**config.mk**
```make
export PLATFORM = sky130hd
export DESIGN_NAME = dec_sweep_onehot_flat
export DESIGN_NICKNAME = d
export VERILOG_FILES = /design/src/rtl/dec_sweep_onehot_if.sv /design/src/rtl/dec_sweep_onehot.sv /design/src/flat_wrapper.sv
export SDC_FILE = /design/constraint.sdc
export NUM_CORES = 1
export LEC_CHECK = 0
export CAP_MARGIN = 20
export CORE_MARGIN = 2
export CORE_UTILIZATION = 59
export DETAILED_ROUTE_END_ITERATION = 16
export DONT_BUFFER_PORTS = 1
export PLACE_DENSITY = 0.75
export REMOVE_ABC_BUFFERS = 1
export SETUP_SLACK_MARGIN = 0.05
export SYNTH_ARGS = -nofsm -noshare
export SYNTH_HDL_FRONTEND = slang
export SYNTH_SLANG_ARGS = --single-unit
```
**constraint.sdc**
```tcl
create_clock -name clk -period 1.9 [get_ports clk]
set_clock_uncertainty 0.2 [all_clocks]
set_input_delay 0.38 -clock clk [delete_from_list [all_inputs] [get_ports clk]]
set_output_delay 0.38 -clock clk [all_outputs]
set_load 0.05 [all_outputs]
```
**src/rtl/dec_sweep_onehot_if.sv**
```systemverilog
// Select/decode bundle for dec_sweep_onehot: request side from the master,
// registered one-hot select and sweep status back from the slave.
interface dec_sweep_onehot_if #(
    parameter int unsigned SEL_W = 3,
    parameter int unsigned OUT_W = 8
);
    logic [SEL_W-1:0] in;
    logic             enable;
    logic             sweep_start;
    logic [OUT_W-1:0] out;
    logic             out_of_range;
    logic             sweep_busy;
    logic             sweep_done;

    modport master (
        output in,
        output enable,
        output sweep_start,
        input  out,
        input  out_of_range,
        input  sweep_busy,
        input  sweep_done
    );

    modport slave (
        input  in,
        input  enable,
        input  sweep_start,
        output out,
        output out_of_range,
        output sweep_busy,
        output sweep_done
    );
endinterface

```
**src/rtl/dec_sweep_onehot.sv**
```systemverilog
// Registered N-to-M one-hot decoder with out-of-range flag and a self-timed
// sweep that asserts every output once, in order (register-file clear).
module dec_sweep_onehot #(
    parameter int unsigned SEL_W = 3,
    parameter int unsigned OUT_W = 8
) (
    input logic              clk,
    input logic              reset,
    dec_sweep_onehot_if.slave bus
);
    // One extra bit so the index can reach OUT_W when OUT_W == 2**SEL_W.
    localparam int unsigned IdxW = SEL_W + 1;

    if (OUT_W < 2 || OUT_W > (1 << SEL_W)) begin : g_bad_out_w
        $error("dec_sweep_onehot: OUT_W must lie in 2 .. 2**SEL_W");
    end

    typedef enum logic [1:0] {StIdle, StSweep, StDone} state_e;

    state_e           state_q;
    logic [IdxW-1:0]  idx_q;
    logic [OUT_W-1:0] out_q;
    logic             oor_q;
    logic             busy_q;
    logic             done_q;
    logic             in_range;

    assign in_range = IdxW'(bus.in) < IdxW'(OUT_W);

    always_ff @(posedge clk or negedge reset) begin
        if (!reset) begin
            state_q <= StIdle;
            idx_q   <= '0;
            out_q   <= '0;
            oor_q   <= 1'b0;
            busy_q  <= 1'b0;
            done_q  <= 1'b0;
        end else begin
            unique case (state_q)
                StIdle: begin
                    // A sweep request wins over a same-cycle decode request.
                    if (bus.sweep_start) begin
                        out_q   <= OUT_W'(1);
                        oor_q   <= 1'b0;
                        busy_q  <= 1'b1;
                        idx_q   <= IdxW'(1);
                        state_q <= StSweep;
                    end else if (bus.enable && in_range) begin
                        out_q <= OUT_W'(1) << bus.in;
                        oor_q <= 1'b0;
                    end else begin
                        out_q <= '0;
                        oor_q <= bus.enable;
                    end
                end
                StSweep: begin
                    if (idx_q == IdxW'(OUT_W)) begin
                        out_q   <= '0;
                        busy_q  <= 1'b0;
                        done_q  <= 1'b1;
                        idx_q   <= '0;
                        state_q <= StDone;
                    end else begin
                        out_q <= OUT_W'(1) << idx_q;
                        idx_q <= idx_q + IdxW'(1);
                    end
                end
                StDone: begin
                    done_q  <= 1'b0;
                    state_q <= StIdle;
                end
                default: begin
                    out_q   <= '0;
                    oor_q   <= 1'b0;
                    busy_q  <= 1'b0;
                    done_q  <= 1'b0;
                    idx_q   <= '0;
                    state_q <= StIdle;
                end
            endcase
        end
    end

    assign bus.out          = out_q;
    assign bus.out_of_range = oor_q;
    assign bus.sweep_busy   = busy_q;
    assign bus.sweep_done   = done_q;
endmodule

```
**src/flat_wrapper.sv**
```systemverilog
// flat-port wrapper written by rule: the top's interface ports become plain ports
module dec_sweep_onehot_flat 
#(
    parameter int unsigned SEL_W = 3,
    parameter int unsigned OUT_W = 8
)
  (clk, reset, bus_in, bus_enable, bus_sweep_start, bus_out, bus_out_of_range, bus_sweep_busy, bus_sweep_done);
  dec_sweep_onehot_if #(.SEL_W(SEL_W), .OUT_W(OUT_W)) bus_i ();
  input logic clk;
  input logic reset;
  input wire logic [$bits(bus_i.in)-1:0] bus_in;
  input wire logic [$bits(bus_i.enable)-1:0] bus_enable;
  input wire logic [$bits(bus_i.sweep_start)-1:0] bus_sweep_start;
  output wire logic [$bits(bus_i.out)-1:0] bus_out;
  output wire logic [$bits(bus_i.out_of_range)-1:0] bus_out_of_range;
  output wire logic [$bits(bus_i.sweep_busy)-1:0] bus_sweep_busy;
  output wire logic [$bits(bus_i.sweep_done)-1:0] bus_sweep_done;
  assign bus_i.in = bus_in;
  assign bus_i.enable = bus_enable;
  assign bus_i.sweep_start = bus_sweep_start;
  assign bus_out = bus_i.out;
  assign bus_out_of_range = bus_i.out_of_range;
  assign bus_sweep_busy = bus_i.sweep_busy;
  assign bus_sweep_done = bus_i.sweep_done;
  dec_sweep_onehot #(.SEL_W(SEL_W), .OUT_W(OUT_W)) u_core (.clk(clk), .reset(reset), .bus(bus_i));
endmodule
```
==> impl_metrics.py, run 1 <==
metrics = {
    "status": {
        "status": "finished clean",
    },
    "job": {
        "cap_violations": 0,
    },
    "yosys": {
        "syn-cell-area_sq_um": 847,
        "synth_most_common_cell": "dfrtp_1",
        "yosysWarnings": 0,
        "synth_area_leaders": "dfrtp_1 (47%), ha_1 (8.9%), o21ai_0 (4.1%)",
        "ys_ff_latch": 16,
        "synthDistinctLibCells": 32,
        "synthFlopType": "dfrtp_1",
        "synth-async-reset-ratio": 1.00,
        "yosysTopAreaCellShare": 0.473,
        "synth_top_area_cell": "dfrtp_1",
        "synth_seq_area_share": 0.473,
        "netlist_top_cells_count": "dfrtp_1 (16), o21ai_0 (7), ha_1 (6)",
        "synth_area_per_cell_sq_um": 10.5,
        "synth_edf_count": 0,
        "netlist_instances": 81,
    },
    "clocking": {
        "cts_sinks": 16,
        "clkTransAtPathRegs_ns": 0.09,
        "postCtsSetupBuffers": 0,
        "clk_latency_ns": 0.28,
        "cts-root-buf": "clkbuf_4",
        "cts_tree": "built",
        "ctsHtreeMaxLevel": 1,
        "cts_made_buffers": 3,
        "clk_path_buf_depth": 2,
    },
    "die": {
        "die_w_microns": 41.9,
        "ios": 18,
        "row_count": 13,
        "initial_core_util": 0.643,
        "die_h_microns": 41.9,
        "die_area_sq_mm": 0.00175,
        "fp.coreArea_sq_mm": 0.00132,
    },
    "setup_path": {
        "worstSetupPathType": "reg2reg",
        "crit_chain": "or4b_4 > nor3_2 > a211o_1",
        "worst_r2r_endpoint": "u_core.bus.out[0]",
        "cpPeakStageDelay_ns": 0.60,
        "arrival_ns": 1.66,
        "worstPathMaxFanout": 14,
        "critical_path_buf_inv_count": 0,
        "reg2regPathDepth": 3,
        "reg2reg_slack_ns": 0.26,
        "end_kind": "flop",
        "r2r_start": "u_core.state_q[0]",
        "crit_family": "simple AND/OR/NAND/NOR gates",
        "start_kind": "flop",
        "cp_data_required_time_ns": 1.92,
        "crit_slowest_cell": "or4b_4",
    },
    "global_routing": {
        "antenna_found_initial": 0,
        "grt.total_usage": 0.209,
        "grt_pass1_wl_mm": 2.79,
        "overflow": 0,
        "grt_pass1_vias": 650,
        "grt_max_degree": 17,
    },
    "route": {
        "postRouteAntennaNets": 0,
        "drt_iter0_markers": 23,
        "via_per_inst": 6.38,
        "wl_per_cell_microns": 16.0,
        "totalWireLength_mm": 1.60,
        "drt_first_pass_iters": 4,
        "drcViolationCount": 0,
        "vias": 638,
    },
    "power": {
        "power.density_mw_per_mm2": 1670,
        "leakage_nw": 0.413,
        "finalPower_mw": 1.52,
        "ir_worst_vdd_mv": 1.08,
    },
    "timing": {
        "fmax_mhz": 611,
        "rsz0062_at_grt": "false",
        "worst_pin_slew_ns": 0.712,
        "setup_violations": 0,
        "finalMaxSlewViolations": 0,
        "finalHoldViolations": 0,
        "slew-limit-headroom": 0.524,
        "fin_setup_tns_ns": 0,
        "hold_slack_ns": 0.0466,
        "period_needed_ns": 1.64,
        "min_period_over_period": 0.861,
    },
    "layout": {
        "multiInputGateArea_sq_um": 408,
        "fin_util": 0.694,
        "drive_gt1_frac": 0.0941,
        "fillers": 100,
        "nets": 99,
        "instances_no_fill": 100,
        "seq_area_sq_um": 400,
        "diodes": 0,
        "area_growth_pct": 7.98,
    },
    "min_path": {
        "holdPathStages": 2,
        "whs_endpoint": "u_core.bus.out[1]",
        "worstHoldStart": "bus_in[0]",
        "hold_class": "in2reg",
    },
    "place": {
        "portBuffers": 0,
        "gp_congestion": 0.844,
        "dp.cells": 92,
        "place_hpwl_mm": 1.19,
    },
}
[what timing repair did]
action / 4_1_cts / 5_1_grt
setup endpoints to repair: 0 / 0
hold buffers: 4 / 0
endpoints found under the hold margin: 17 / 0
resized for setup: 0 / 0
[worst max path at each step]
stage,slack [ns],to,cells after the start,start
finish,0.26,u_core.bus.out[0],3,u_core.state_q[0]
global route,0.16,u_core.bus.out[4],3,u_core.state_q[0]
CTS,0.27,u_core.bus.out[0],3,u_core.state_q[0]
detailed placement,0.29,u_core.bus.out[0],3,u_core.state_q[0]
global placement,0.29,u_core.bus.out[0],3,u_core.state_q[0]
floorplan,0.42,u_core.bus.out[0],3,u_core.state_q[0]
[per-layer routing]
metal | vias up | global-route usage | routed length, microns
met1 | 302 | 0.299 | 753
met4 | 0 | 0.0903 | 23
met5 | - | 0 | 0
li1 | 306 | - | -
met3 | 4 | 0.0304 | 111
met2 | 26 | 0.316 | 709
[logic make-up (layout without fill, tap and decap cells)]
family                     Yosys count  in the layout  share of synthesized area
DFF                                 16             16                      0.473
buffers and inverters                7             11                     0.0458
other                                1              1                    0.00443
and+or+nand+nor                     29             29                      0.214
AOI/OAI and AO/OA                   22             22                      0.174
adders and majority gates            6              6                     0.0886
[state kept, by name, indices dropped and copies added (netlist names)]
signal,count
u_core.bus.out,8
u_core.state_q,2
u_core.idx_q,4
u_core.bus.sweep_busy,1
u_core.bus.sweep_done,1
[cell type report]
cell class,count,share of cell area
multi-input combinational,58,0.446
timing repair buffer,4,0.0438
tap,15,0.0205
clock buffer,4,0.0397
inverter,3,0.0123
sequential,16,0.438
[report_power, final]
| part | switching (mW) | internal [mW] | total, mW |
|---|---|---|---|
| sequential | 0.412 | 0.462 | 0.874 |
| clock | 0.100 | 0.117 | 0.217 |
| combinational | 0.238 | 0.196 | 0.434 |
| total | 0.751 | 0.774 | 1.52 |
[placed cells by master (no fill, tap or decap), drive strengths merged, types with 2 or more instances in the layout]
cell type    Yosys  final
inv              3      3
o21ai            7      7
dfrtp           16     16
nor2             5      5
nand3b           3      3
a22oi            4      4
ha               6      6
nand3            4      4
nand2b           2      2
a32oi            3      3
clkbuf           1      4
a21oi            2      2
nor2b            3      3
nand2            4      4
dlygate4sd3      0      4
[through the flow]
step	instance area [sq um]	worst slack [ns]
finish	915	0.264
global route	915	0.155
CTS	915	0.275
detailed placement	838	0.294
global placement	838	0.294
floorplan	820	0.417
No activity file was read; power rests on OpenSTA's default activity.
==> run 2: changes to the inputs <==
--- a/config.mk
+++ b/config.mk
@@ -8,6 +8,7 @@
 export CAP_MARGIN = 20
 export CORE_MARGIN = 2
 export CORE_UTILIZATION = 59
+export CTS_CLUSTER_SIZE = 24
 export DETAILED_ROUTE_END_ITERATION = 16
 export DONT_BUFFER_PORTS = 1
 export PLACE_DENSITY = 0.75
==> results of run 2 <==
The final DEF is identical to that of run 1; final timing and power are the same.
==> run 3: changes to the inputs <==
--- a/config.mk
+++ b/config.mk
@@ -8,6 +8,7 @@
 export CAP_MARGIN = 20
 export CORE_MARGIN = 2
 export CORE_UTILIZATION = 59
+export CTS_CLUSTER_DIAMETER = 150
 export CTS_CLUSTER_SIZE = 24
 export DETAILED_ROUTE_END_ITERATION = 16
 export DONT_BUFFER_PORTS = 1
==> constraint.sdc (replaced) <==
create_clock -name clk -period 1.6 [get_ports clk]
set_clock_uncertainty 0.2 [all_clocks]
set_input_delay 0.48 -clock clk [delete_from_list [all_inputs] [get_ports clk]]
set_output_delay 0.48 -clock clk [all_outputs]
set_load 0.05 [all_outputs]
==> run 3 against run 2 <==
  * Core utilization grew 1.9 points
  * Critical endpoint unchanged
  * Worst setup slack lost 0.17 ns
  * Cell count grew 1.0%
  * Critical path type unchanged
  * Count of clock-buffer cells in the layout shrank 1
  * Largest cell class unchanged
==> impl_metrics.py, run 3 (synthesized netlist as in run 1, its figures left out) <==
metrics = {
    "status": {
        "status": "finished clean",
    },
    "clocking": {
        "cts_sinks": 16,
        "cts_made_buffers": 3,
        "clkTransAtPathRegs_ns": 0.09,
        "ctsHtreeMaxLevel": 1,
        "clk_path_buf_depth": 2,
        "clk_latency_ns": 0.27,
        "cts-root-buf": "clkbuf_4",
        "cts_tree": "built",
    },
    "layout": {
        "drive_gt1_frac": 0.291,
        "largest_reg_flops": 8,
        "diodes": 0,
        "seq_area_sq_um": 414,
        "layout_common_cells": "dfrtp_2 (11), o21ai_0 (7), ha_1 (6)",
        "fin_util": 0.713,
        "instances_no_fill": 101,
        "nets": 101,
        "fillers": 97,
        "design_area_sq_um": 940,
        "multiInputGateArea_sq_um": 423,
        "final_common_cell": "dfrtp_2",
        "area_growth_pct": 10.9,
    },
    "setup_path": {
        "r2r_start": "u_core.state_q[1]",
        "worstPathMaxFanout": 10,
        "critPathLaunch": "u_core.state_q[1]",
        "cpPeakStageDelay_ns": 0.53,
        "worstSetupPathType": "reg2reg",
        "cp_data_required_time_ns": 1.62,
        "end_kind": "flop",
        "crit_chain": "or4b_4 > nor3_2 > a211o_1",
        "start_kind": "flop",
        "crit_slowest_cell": "or4b_4",
        "arrival_ns": 1.52,
        "crit_family": "simple AND/OR/NAND/NOR gates",
        "critical_path_buf_inv_count": 0,
    },
    "die": {
        "die_w_microns": 41.9,
        "die_area_sq_mm": 0.00175,
        "initial_core_util": 0.643,
        "die_h_microns": 41.9,
        "ios": 18,
        "fp.coreArea_sq_mm": 0.00132,
        "row_count": 13,
    },
    "place": {
        "portBuffers": 0,
        "place_hpwl_mm": 1.33,
        "gp_congestion": 0.755,
        "post_dp_cell_area_sq_um": 876,
        "dp.cells": 97,
        "pre_cts_slack_ns": 0.0510,
    },
    "timing": {
        "setup_slack_ns": 0.0961,
        "finalMaxSlewViolations": 0,
        "min_period_over_period": 0.940,
        "worst_pin_slew_ns": 0.721,
        "slew-limit-headroom": 0.519,
        "hold_slack_ns": 0.0900,
        "setup_violations": 0,
        "fmax_mhz": 665,
        "period_needed_ns": 1.50,
        "finalHoldViolations": 0,
        "rsz0062_at_grt": "true",
        "fin_setup_tns_ns": 0,
    },
    "power": {
        "finalPower_mw": 1.92,
        "comb_power_share": 0.355,
        "ir_worst_vdd_mv": 0.955,
        "leakage_nw": 0.415,
        "cell_internal_pwr_mw": 0.968,
        "p_seq_frac": 0.539,
        "power.density_mw_per_mm2": 2040,
        "p_sw_mw": 0.951,
        "p_clk_frac": 0.106,
        "switching_share": 0.496,
    },
    "route": {
        "postRouteAntennaNets": 0,
        "drt_first_pass_iters": 4,
        "drcViolationCount": 0,
        "wl_per_cell_microns": 18.2,
        "totalWireLength_mm": 1.84,
        "via_per_inst": 6.53,
        "vias": 660,
        "drt_iter0_markers": 22,
    },
    "global_routing": {
        "grt_pass1_vias": 736,
        "overflow": 0,
        "grt.total_usage": 0.241,
        "antenna_found_initial": 0,
        "grt_max_degree": 17,
        "grt_pass1_wl_mm": 3.19,
    },
    "job": {
        "cap_violations": 0,
    },
    "min_path": {
        "worstHoldStart": "bus_sweep_start",
        "hold_class": "in2reg",
    },
}
-- run 3: power by group through the flow --
stage	logic [mW]	registers [mW]	clock network, mW
finish	0.682	1.03	0.203
global route	0.754	1.05	0.235
CTS	0.636	1.02	0.206
detailed placement	0.622	1.01	0
global placement	0.598	1.00	0
floorplan	0.402	0.993	0
-- run 3: final timing paths --
path | end | slack (ns) | cells past startpoint
worst min-delay path | u_core.bus.out[4] | 0.09 | 1
worst min register to register | u_core.bus.sweep_done | 0.40 | 1
worst max-delay path | u_core.bus.out[0] | 0.1 | 3
max in group asynchronous | u_core.bus.sweep_busy | 0.58 | 1
worst max register to register | u_core.bus.out[0] | 0.1 | 3
min in group asynchronous | u_core.idx_q[1] | 0.12 | 1
-- run 3: layout make-up --
type	instances	share of cell area
Multi-Input combinational cell	58	0.450
Sequential cell	16	0.441
Timing Repair Buffer	6	0.0533
Clock buffer	3	0.0240
Tap cell	15	0.0200
Inverter	3	0.0120
-- run 3: repair_timing --
item,CTS,global route
resized for setup,10,5
hold buffers,1,0
pin swaps,0,0
endpoints found under the hold margin,16,0
endpoints found under the setup margin,10,19
setup buffers,0,0
-- run 3: metal layers --
| layer | vias up | GRT usage | share of wire |
|---|---|---|---|
| li1 | 309 | - | - |
| met1 | 323 | 0.310 | 0.45 |
| met2 | 26 | 0.397 | 0.48 |
| met3 | 2 | 0.0522 | 0.064 |
| met4 | 0 | 0.0903 | 0.0065 |
| met5 | - | 0 | 0 |
-- run 3: worst register-to-register path, delay by kind of cell, from the launching register on --
family,cells,cell delay [ns]
AOI/OAI and AO/OA,1,0.11
DFF,1,0.50
and+or+nand+nor,2,0.64
